### src/rtl/keccak_pkg.sv
// Shared Keccak constants: lane geometry plus the rho-pi slot and rotation tables.
// Also holds the FSM state type for the serial inverse rho-pi block.
package keccak_pkg;

    localparam int unsigned LaneW    = 64;
    localparam int unsigned NumLanes = 25;
    localparam int unsigned StateW   = LaneW * NumLanes;
    localparam int unsigned IdxW     = 5;
    localparam int unsigned RotW     = 6;

    localparam logic [IdxW-1:0] LastIdx = 5'd24;

    // Slot (in the permuted state) that holds lane k after rho-pi.
    localparam logic [IdxW-1:0] SlotOf [NumLanes] = '{
        5'd0,  5'd10, 5'd20, 5'd5,  5'd15,
        5'd16, 5'd1,  5'd11, 5'd21, 5'd6,
        5'd7,  5'd17, 5'd2,  5'd12, 5'd22,
        5'd23, 5'd8,  5'd18, 5'd3,  5'd13,
        5'd14, 5'd24, 5'd9,  5'd19, 5'd4
    };

    // Forward right-rotate applied to lane k; undone here by a left-rotate.
    localparam logic [RotW-1:0] RotOf [NumLanes] = '{
        6'd0,  6'd1,  6'd62, 6'd28, 6'd27,
        6'd36, 6'd44, 6'd6,  6'd55, 6'd20,
        6'd3,  6'd10, 6'd43, 6'd25, 6'd39,
        6'd41, 6'd45, 6'd15, 6'd21, 6'd8,
        6'd18, 6'd2,  6'd61, 6'd56, 6'd14
    };

    typedef enum logic {
        StIdle,
        StEmit
    } state_e;

endpackage

### src/rtl/rotl64.sv
// Combinational 64-bit rotate-left by a 6-bit amount.
module rotl64 (
    input  logic [63:0] data_i,
    input  logic [5:0]  amt_i,
    output logic [63:0] data_o
);

    logic [127:0] dbl;

    // Upper half of the doubled word shifted left is the rotated word.
    always_comb begin
        dbl    = {data_i, data_i} << amt_i;
        data_o = dbl[127:64];
    end

endmodule

### src/rtl/inv_rho_pi_serial.sv
// Serial inverse rho-pi: captures one permuted 1600-bit state and emits the
// 25 recovered lanes in ascending index order, one per output handshake.
module inv_rho_pi_serial
    import keccak_pkg::*;
(
    input  logic          clk,
    input  logic          rst,
    input  logic [1599:0] in_state,
    input  logic          in_valid,
    output logic          in_ready,
    output logic [63:0]   out_lane,
    output logic [4:0]    out_idx,
    output logic          out_last,
    output logic          out_valid,
    input  logic          out_ready
);

    state_e                              state_q, state_d;
    logic   [StateW-1:0]                 hold_q, hold_d;
    logic   [IdxW-1:0]                   idx_q, idx_d;
    logic   [NumLanes-1:0][LaneW-1:0]    hold_lanes;
    logic   [IdxW-1:0]                   slot;
    logic   [IdxW-1:0]                   pos;
    logic   [LaneW-1:0]                  sel_lane;
    logic   [LaneW-1:0]                  rot_lane;

    always_ff @(posedge clk) begin
        if (rst) begin
            state_q <= StIdle;
            hold_q  <= '0;
            idx_q   <= '0;
        end else begin
            state_q <= state_d;
            hold_q  <= hold_d;
            idx_q   <= idx_d;
        end
    end

    always_comb begin
        state_d = state_q;
        hold_d  = hold_q;
        idx_d   = idx_q;
        unique case (state_q)
            StIdle: begin
                if (in_valid) begin
                    hold_d  = in_state;
                    idx_d   = '0;
                    state_d = StEmit;
                end
            end
            StEmit: begin
                if (out_ready) begin
                    if (idx_q == LastIdx) begin
                        idx_d   = '0;
                        state_d = StIdle;
                    end else begin
                        idx_d = idx_q + 5'd1;
                    end
                end
            end
            default: begin
                idx_d   = '0;
                state_d = StIdle;
            end
        endcase
    end

    // Slot s sits at the top of the state, so packed lane index is 24 - s.
    always_comb begin
        hold_lanes = hold_q;
        slot       = SlotOf[idx_q];
        pos        = LastIdx - slot;
        sel_lane   = hold_lanes[pos];
    end

    rotl64 u_rotl64 (
        .data_i (sel_lane),
        .amt_i  (RotOf[idx_q]),
        .data_o (rot_lane)
    );

    always_comb begin
        in_ready  = (state_q == StIdle);
        out_valid = (state_q == StEmit);
        out_idx   = idx_q;
        out_last  = out_valid && (idx_q == LastIdx);
        out_lane  = out_valid ? rot_lane : '0;
    end

endmodule

### config.mk
export PLATFORM = sky130hd
export DESIGN_NAME = inv_rho_pi_serial
export DESIGN_NICKNAME = d
export VERILOG_FILES = /design/src/rtl/keccak_pkg.sv /design/src/rtl/rotl64.sv /design/src/rtl/inv_rho_pi_serial.sv
export SDC_FILE = /design/constraint.sdc
export NUM_CORES = 2
export LEC_CHECK = 0
export ABC_AREA = 1
export CORE_AREA = 2 2 654 656
export CTS_CLUSTER_DIAMETER = 120
export DETAILED_ROUTE_END_ITERATION = 10
export DIE_AREA = 0 0 656 658
export PLACE_DENSITY = 0.33
export REMOVE_ABC_BUFFERS = 1
export SYNTH_ARGS = -nofsm -noshare
export SYNTH_HDL_FRONTEND = slang
export SYNTH_SLANG_ARGS = --single-unit
### constraint.sdc
create_clock -name clk -period 5.1 [get_ports clk]
set_input_delay 0.51 -clock clk [delete_from_list [all_inputs] [get_ports clk]]
set_output_delay 0.51 -clock clk [all_outputs]
set_load 0.03 [all_outputs]
* Word level (Yosys, flattened, before mapping)
Memories as Yosys holds them, arrays and structs flattened. Cells that the tools add are included. W data, S select, Z words.
Storage, ports and cells: register bits 1606, memory bits (read-only) 352, input bits 1604, word-level logic and storage cells 33, memories 2
Operators by class: $add $sub $neg 2, $lt $le $gt $ge 2, equality and inequality tests 3, shift-type cells 1, muxes and demuxes 15, bitwise gates (word level) 2, reductions and logical operators 3
Memory list:
- (no name shown) | depth 32, bits a word 6, read ports 1, clocked after Yosys merged registers in 0, write ports 0, line inv_rho_pi_serial.sv:78 | .amt_i (RotOf[idx_q]),
- (no name shown) | depth 32, bits a word 5, read ports 1, clocked after Yosys merged registers in 0, write ports 0, line inv_rho_pi_serial.sv:71 | slot = SlotOf[idx_q];
Operators by type and width (count):
- $bmux W64 S5 | 1
- $mux W64 | 2
- $shl A128 B6 Y128 | 1
- $mux W5 | 5
- $mux W6 | 2
- $pmux W5 S2 | 1
- $ge A6 B6 Y1 const B | 1
- $lt A5 B6 Y1 const B | 1
- $not A5 Y6 | 1
- $add A5 B1 Y5 const B | 1
- $eq A5 B5 Y1 const B | 1
- $sub A5 B5 Y5 const A | 1
- $ne A2 B2 Y1 const B | 2
- $reduce_and A2 Y1 | 2
- $mux W1 | 3
- $pmux W1 S2 | 1
- $logic_and A1 B1 Y1 | 1
- $not A1 Y1 | 1

* Depth between registers and ports, before layout
depth after elaboration 9, depth in mapped cells 30, depth with buffers taken out 26

* Hierarchy
A second synthesis with hierarchy kept.
Unflattened totals: cell total of the unflattened synthesis 12686, area, all modules 80728.7 um^2
Modules (own cells, without submodules):
- inv_rho_pi_serial | instances 1, cells each 11706, area each 76273.2 um^2, sequential area each 32150.8 um^2
- rotl64 | instances 1, cells each 980, area each 4455.5 um^2, sequential area each 0.0 um^2

* Worst setup path before layout
OpenSTA, ideal clock, no wires.
path type reg2out, start point register idx_q[1] (netlist: out_idx[1]), end point output port out_lane[30], data arrival time 4.358 ns, data required time 4.590 ns, slack 0.232 ns, stages on the path, launching flop included 30, cell sequence dfxtp_1 buf_2 inv_1 ha_1 inv_1 nand2_1 nand3_1 nand3_1 nand2_1 inv_1 ha_1 buf_2 clkinv_1 buf_2 clkbuf_1 clkbuf_1 nand3_1 nor2_1 nand2_1 nand2_1 clkinv_1 nand2_1 nand3_1 nand3_1 nand3_1 nand3_1 nand3_1 nand3_1 nand2_1 nor2_1
Between the ends: longest elaborated chain between the ends 9
RTL lines:
- start, declared | line inv_rho_pi_serial.sv:20 | logic [IdxW-1:0] idx_q, idx_d;
- start signal, assigned | line inv_rho_pi_serial.sv:35 | idx_q <= idx_d;
- $not A5 Y6 (implied by the code) * | line inv_rho_pi_serial.sv:71, inv_rho_pi_serial.sv:78
- $mem_v2 Z32 W5
- $mux W5 (implied by the code) (2 in series) | line inv_rho_pi_serial.sv:71
- $sub A5 B5 Y5 | line inv_rho_pi_serial.sv:72 | pos = LastIdx - slot;
- $bmux W64 S5 | line inv_rho_pi_serial.sv:73 | sel_lane = hold_lanes[pos];
- $mux W64 (implied by the code) | line inv_rho_pi_serial.sv:73
- $shl A128 B6 Y128 * | line rotl64.sv:12 | dbl = {data_i, data_i} << amt_i;
- $mux W64 * | line inv_rho_pi_serial.sv:87 | out_lane = out_valid ? rot_lane : '0;
- end, declared | line inv_rho_pi_serial.sv:11 | output logic [63:0] out_lane,
Mark *: on every way between the ends. The rest lies on a longest branch, timed or not. The select of a mux whose other input is x is not followed.

* Final worst setup path
start point register idx_q[1] (netlist: out_idx[1]), end point output port out_lane[57]
Same word-level chain as after synthesis.

==> key figures <==
Clocking
  – Clock Root Buffer: clkbuf_16
  – Clock Path Buffers: 4
  – Htree depth: 4
  – Clk sinks: 1606
  – Skew-Pair Late Insertion Delay: 890 ps
  – Total clock buffers created by CTS: around 210
  – CTS tree: built
  – Worst-path clk slew: 60 ps

Synthesis
  – Async S/R FF share, synth: 0%
  – Register area share after synthesis: just over 40%
  – Mapped Avg Cell Area: 6.53 um2
  – Post-synth cell types: 32
  – Syn Inst Count: 12000
  – Yosys warning count: 0
  – Ys flop type: dfxtp_1
  – Synth area leaders: dfxtp_1 41%, nor2_1 12%, nand3_1 10%
  – Area leader, netlist: dfxtp_1
  – Top cells by count, synth: 2422 x nor2_1, 1620 x nand3_1, 1609 x o21ai_0, 1606 x dfxtp_1, 1539 x nand2_1
  – Most frequent cell after synthesis: nor2_1
  – Post-Syn Area: 0.0786 mm2
  – Post-synthesis register bit count: 1606
  – Number of flops mapped to enable cells by yosys: 0
  – Yosys top cell area share: 40.9%

Timing
  – Tcrit/Tclk final: 115%
  – Worst Skew: 37.1 ps
  – TNS Setup: -40670 ps
  – Hold Vio Cnt, Final: 0
  – Worst setup margin: -746 ps
  – RSZ-0062 raised after global routing: yes
  – Final setup viols: 64
  – Slew Viols, Final: 0
  – Worst slew margin: 14.7%
  – Period minus WS final: 5850 ps
  – Worst slew pin tran: 1280 ps
  – Fmax: 171 MHz

Setup path
  – Worst reg2reg path depth: 6
  – Setup crit end kind: primary output
  – Crit Path Category: flip-flop to primary output
  – CP Max Fanout: 19
  – Critical R2R Capture: hold_lanes[1232]$_SDFFE_PP0P_
  – R2R Path Start: out_valid$_SDFF_PP0_
  – Critical Path RT: roughly 4600 ps
  – Crit path launch type: flip-flop
  – CP most frequent cell: buf_4
  – Crit. Startpoint: out_idx[1]$_SDFFE_PP0P_
  – Setup slack, reg-to-reg: ~2000 ps
  – CP max stage delay: 330 ps
  – Slowest cell on the critical path: dfxtp_2
  – Critical Path Sink: out_lane[57]
  – Arr. time, crit path: 5340 ps

Global route
  – Vias in the first global route: between 80000 and 90000
  – GRT overflow: 0
  – GR Util All Layers: 23.1%
  – First-pass GRT wire length: 714000 um
  – Antenna violations before repair: just over 100
  – Pin count of the biggest net entering global routing: 214

Route
  – WL per Instance: 26.6 um
  – Routed Antenna Nets: 0
  – Length of routed met2 wiring: 250000 um
  – DR iter-0 viols: 6013
  – Post-route met1 wirelength: roughly 230000 um
  – DR top layer: met5
  – Via count: 88400
  – First drt pass iteration count: 9
  – WL final: 520000 um
  – Met3 wire len: 18600 um
  – DR DRC count: ~160
  – Routed vias/inst: 4.53

Min path
  – Hold/Removal Path Class: input port to flip-flop

Die
  – Core Rows: 240
  – Die area: 0.432 mm2
  – Core ar.: 0.425 mm2
  – Die Span Y: approximately 660 um
  – Die width: approximately 660 um
  – Initial Util: a little under a fifth
  – IO Pins: 1676

Status
  – Failing checks: design-rule violations, negative setup slack
  – Run status: finished, violations left

Placed design
  – Placer congestion estimate: 0.849
  – PortBufs: 1675
  – Hpwl dp: 396000 um

Finish
  – Share of layout cells above drive strength 1: 13.2%
  – Number of nets in the layout: 15200
  – Fillers: roughly 47000
  – Fin util: around 28%
  – Area grow syn2layout: 51.6%

Power and ir drop
  – Pleak: 47.3 nW
  – PwrDens: 338 mW/mm2
  – Worst vdd ir: 0.267 mV
  – Overall power: ~40 mW

Run
  – MaxCap Viol Count: 0
==> worst min-delay path by stage <==
stage	cells past startpoint	startpoint	to
after global routing	3	in_state[992]	hold_lanes[992]$_SDFFE_PP0P_
final	3	in_state[1028]	hold_lanes[1028]$_SDFFE_PP0P_
after CTS	3	in_state[1092]	hold_lanes[1092]$_SDFFE_PP0P_
after global placement	2	hold_lanes[1278]$_SDFFE_PP0P_	hold_lanes[1278]$_SDFFE_PP0P_
after detailed placement	2	hold_lanes[490]$_SDFFE_PP0P_	hold_lanes[490]$_SDFFE_PP0P_
after floorplan	2	hold_lanes[1000]$_SDFFE_PP0P_	hold_lanes[1000]$_SDFFE_PP0P_
==> registers in the layout (all words and copies together), names as in the netlist <==
name,count
out_idx,5
hold_lanes,1600
out_valid,1
==> worst max-delay path: cells and delay by family (launching register included) <==
family / cells / cell delay (ps)
compound gates: 1 / 280
flops: 1 / 330
simple gates: 6 / 500
buf+inv: 24 / 3170
fa+ha+maj: 1 / 130
==> logic make-up after synthesis <==
kind of cell    count (synthesis)  synth area share, %
flops                        1606                 40.9
simple gates                 5997                 32.6
buf+inv                      1897                 9.57
compound gates               2520                 16.7
fa+ha+maj                       9                0.143
xor+xnor                        3               0.0334
==> stage by stage <==
step | cell area, um2 | hold WS, ps | instances | worst slack (ps)
2_1_floorplan | 74200 | 432 | 11000 | -129710
5_1_grt | 119000 | 172 | 19500 | -970
3_5_place_dp | 107000 | 444 | 19000 | -952
6_report | 119000 | 212 | 19500 | -746
4_1_cts | 118000 | 110 | 19500 | -806
3_3_place_gp | 107000 | 440 | 19000 | -992
==> power breakdown <==
part	leakage (nW)	switching, mW	internal (mW)	total [mW]
Combinational	30.6	6.70	4.38	11.1
Clock	3.40	6.43	8.83	15.3
Sequential	13.3	0.429	13.5	14.0
Total	47.3	13.6	26.7	40.3
==> placed cells by master (no fill, tap or decap), types with 57 or more instances in the layout <==
cell / n
nand3_2: 360
clkbuf_1: 57
nand2_1: 1465
o21ai_0: 1609
buf_4: 461
nand3_4: 94
clkbuf_16: 214
a21oi_1: 690
nand2_2: 64
nand3_1: 1168
o211ai_1: 200
clkbuf_8: 64
buf_12: 279
inv_1: 818
nor2_1: 2337
clkdlybuf4s50_1: 1611
nand4_1: 368
dfxtp_1: 1602
==> what timing repair did <==
item	4_1_cts	5_1_grt
setup endpoints to repair	64	64
setup buffers	70	2
gates resized for setup	735	149
gates cloned	18	1
hold buffers	0	0
pin swaps	132	50
==> per-layer routing <==
layer	vias to the layer above	GRT usage (%)
met3	592	2.67
met1	42700	30.1
met4	28	6.99
met2	2032	39.8
li1	43100	-
met5	-	0
==> layout make-up <==
| class | instances | area, um2 | area share, % |
|---|---|---|---|
| inverters | 838 | 3210 | 2.69 |
| multi-input cells | 8529 | 42800 | 35.9 |
| repair inverters | 2 | 31.3 | 0.0263 |
| flip-flops and latches | 1606 | 32200 | 27.0 |
| clock inverters | 48 | 523 | 0.439 |
| clock buffers | 334 | 6420 | 5.39 |
| diodes | 31 | 77.6 | 0.0651 |
| well taps | 5687 | 7120 | 5.97 |
| repair buffers | 2440 | 26800 | 22.5 |
(Power assumes the default switching activity.)
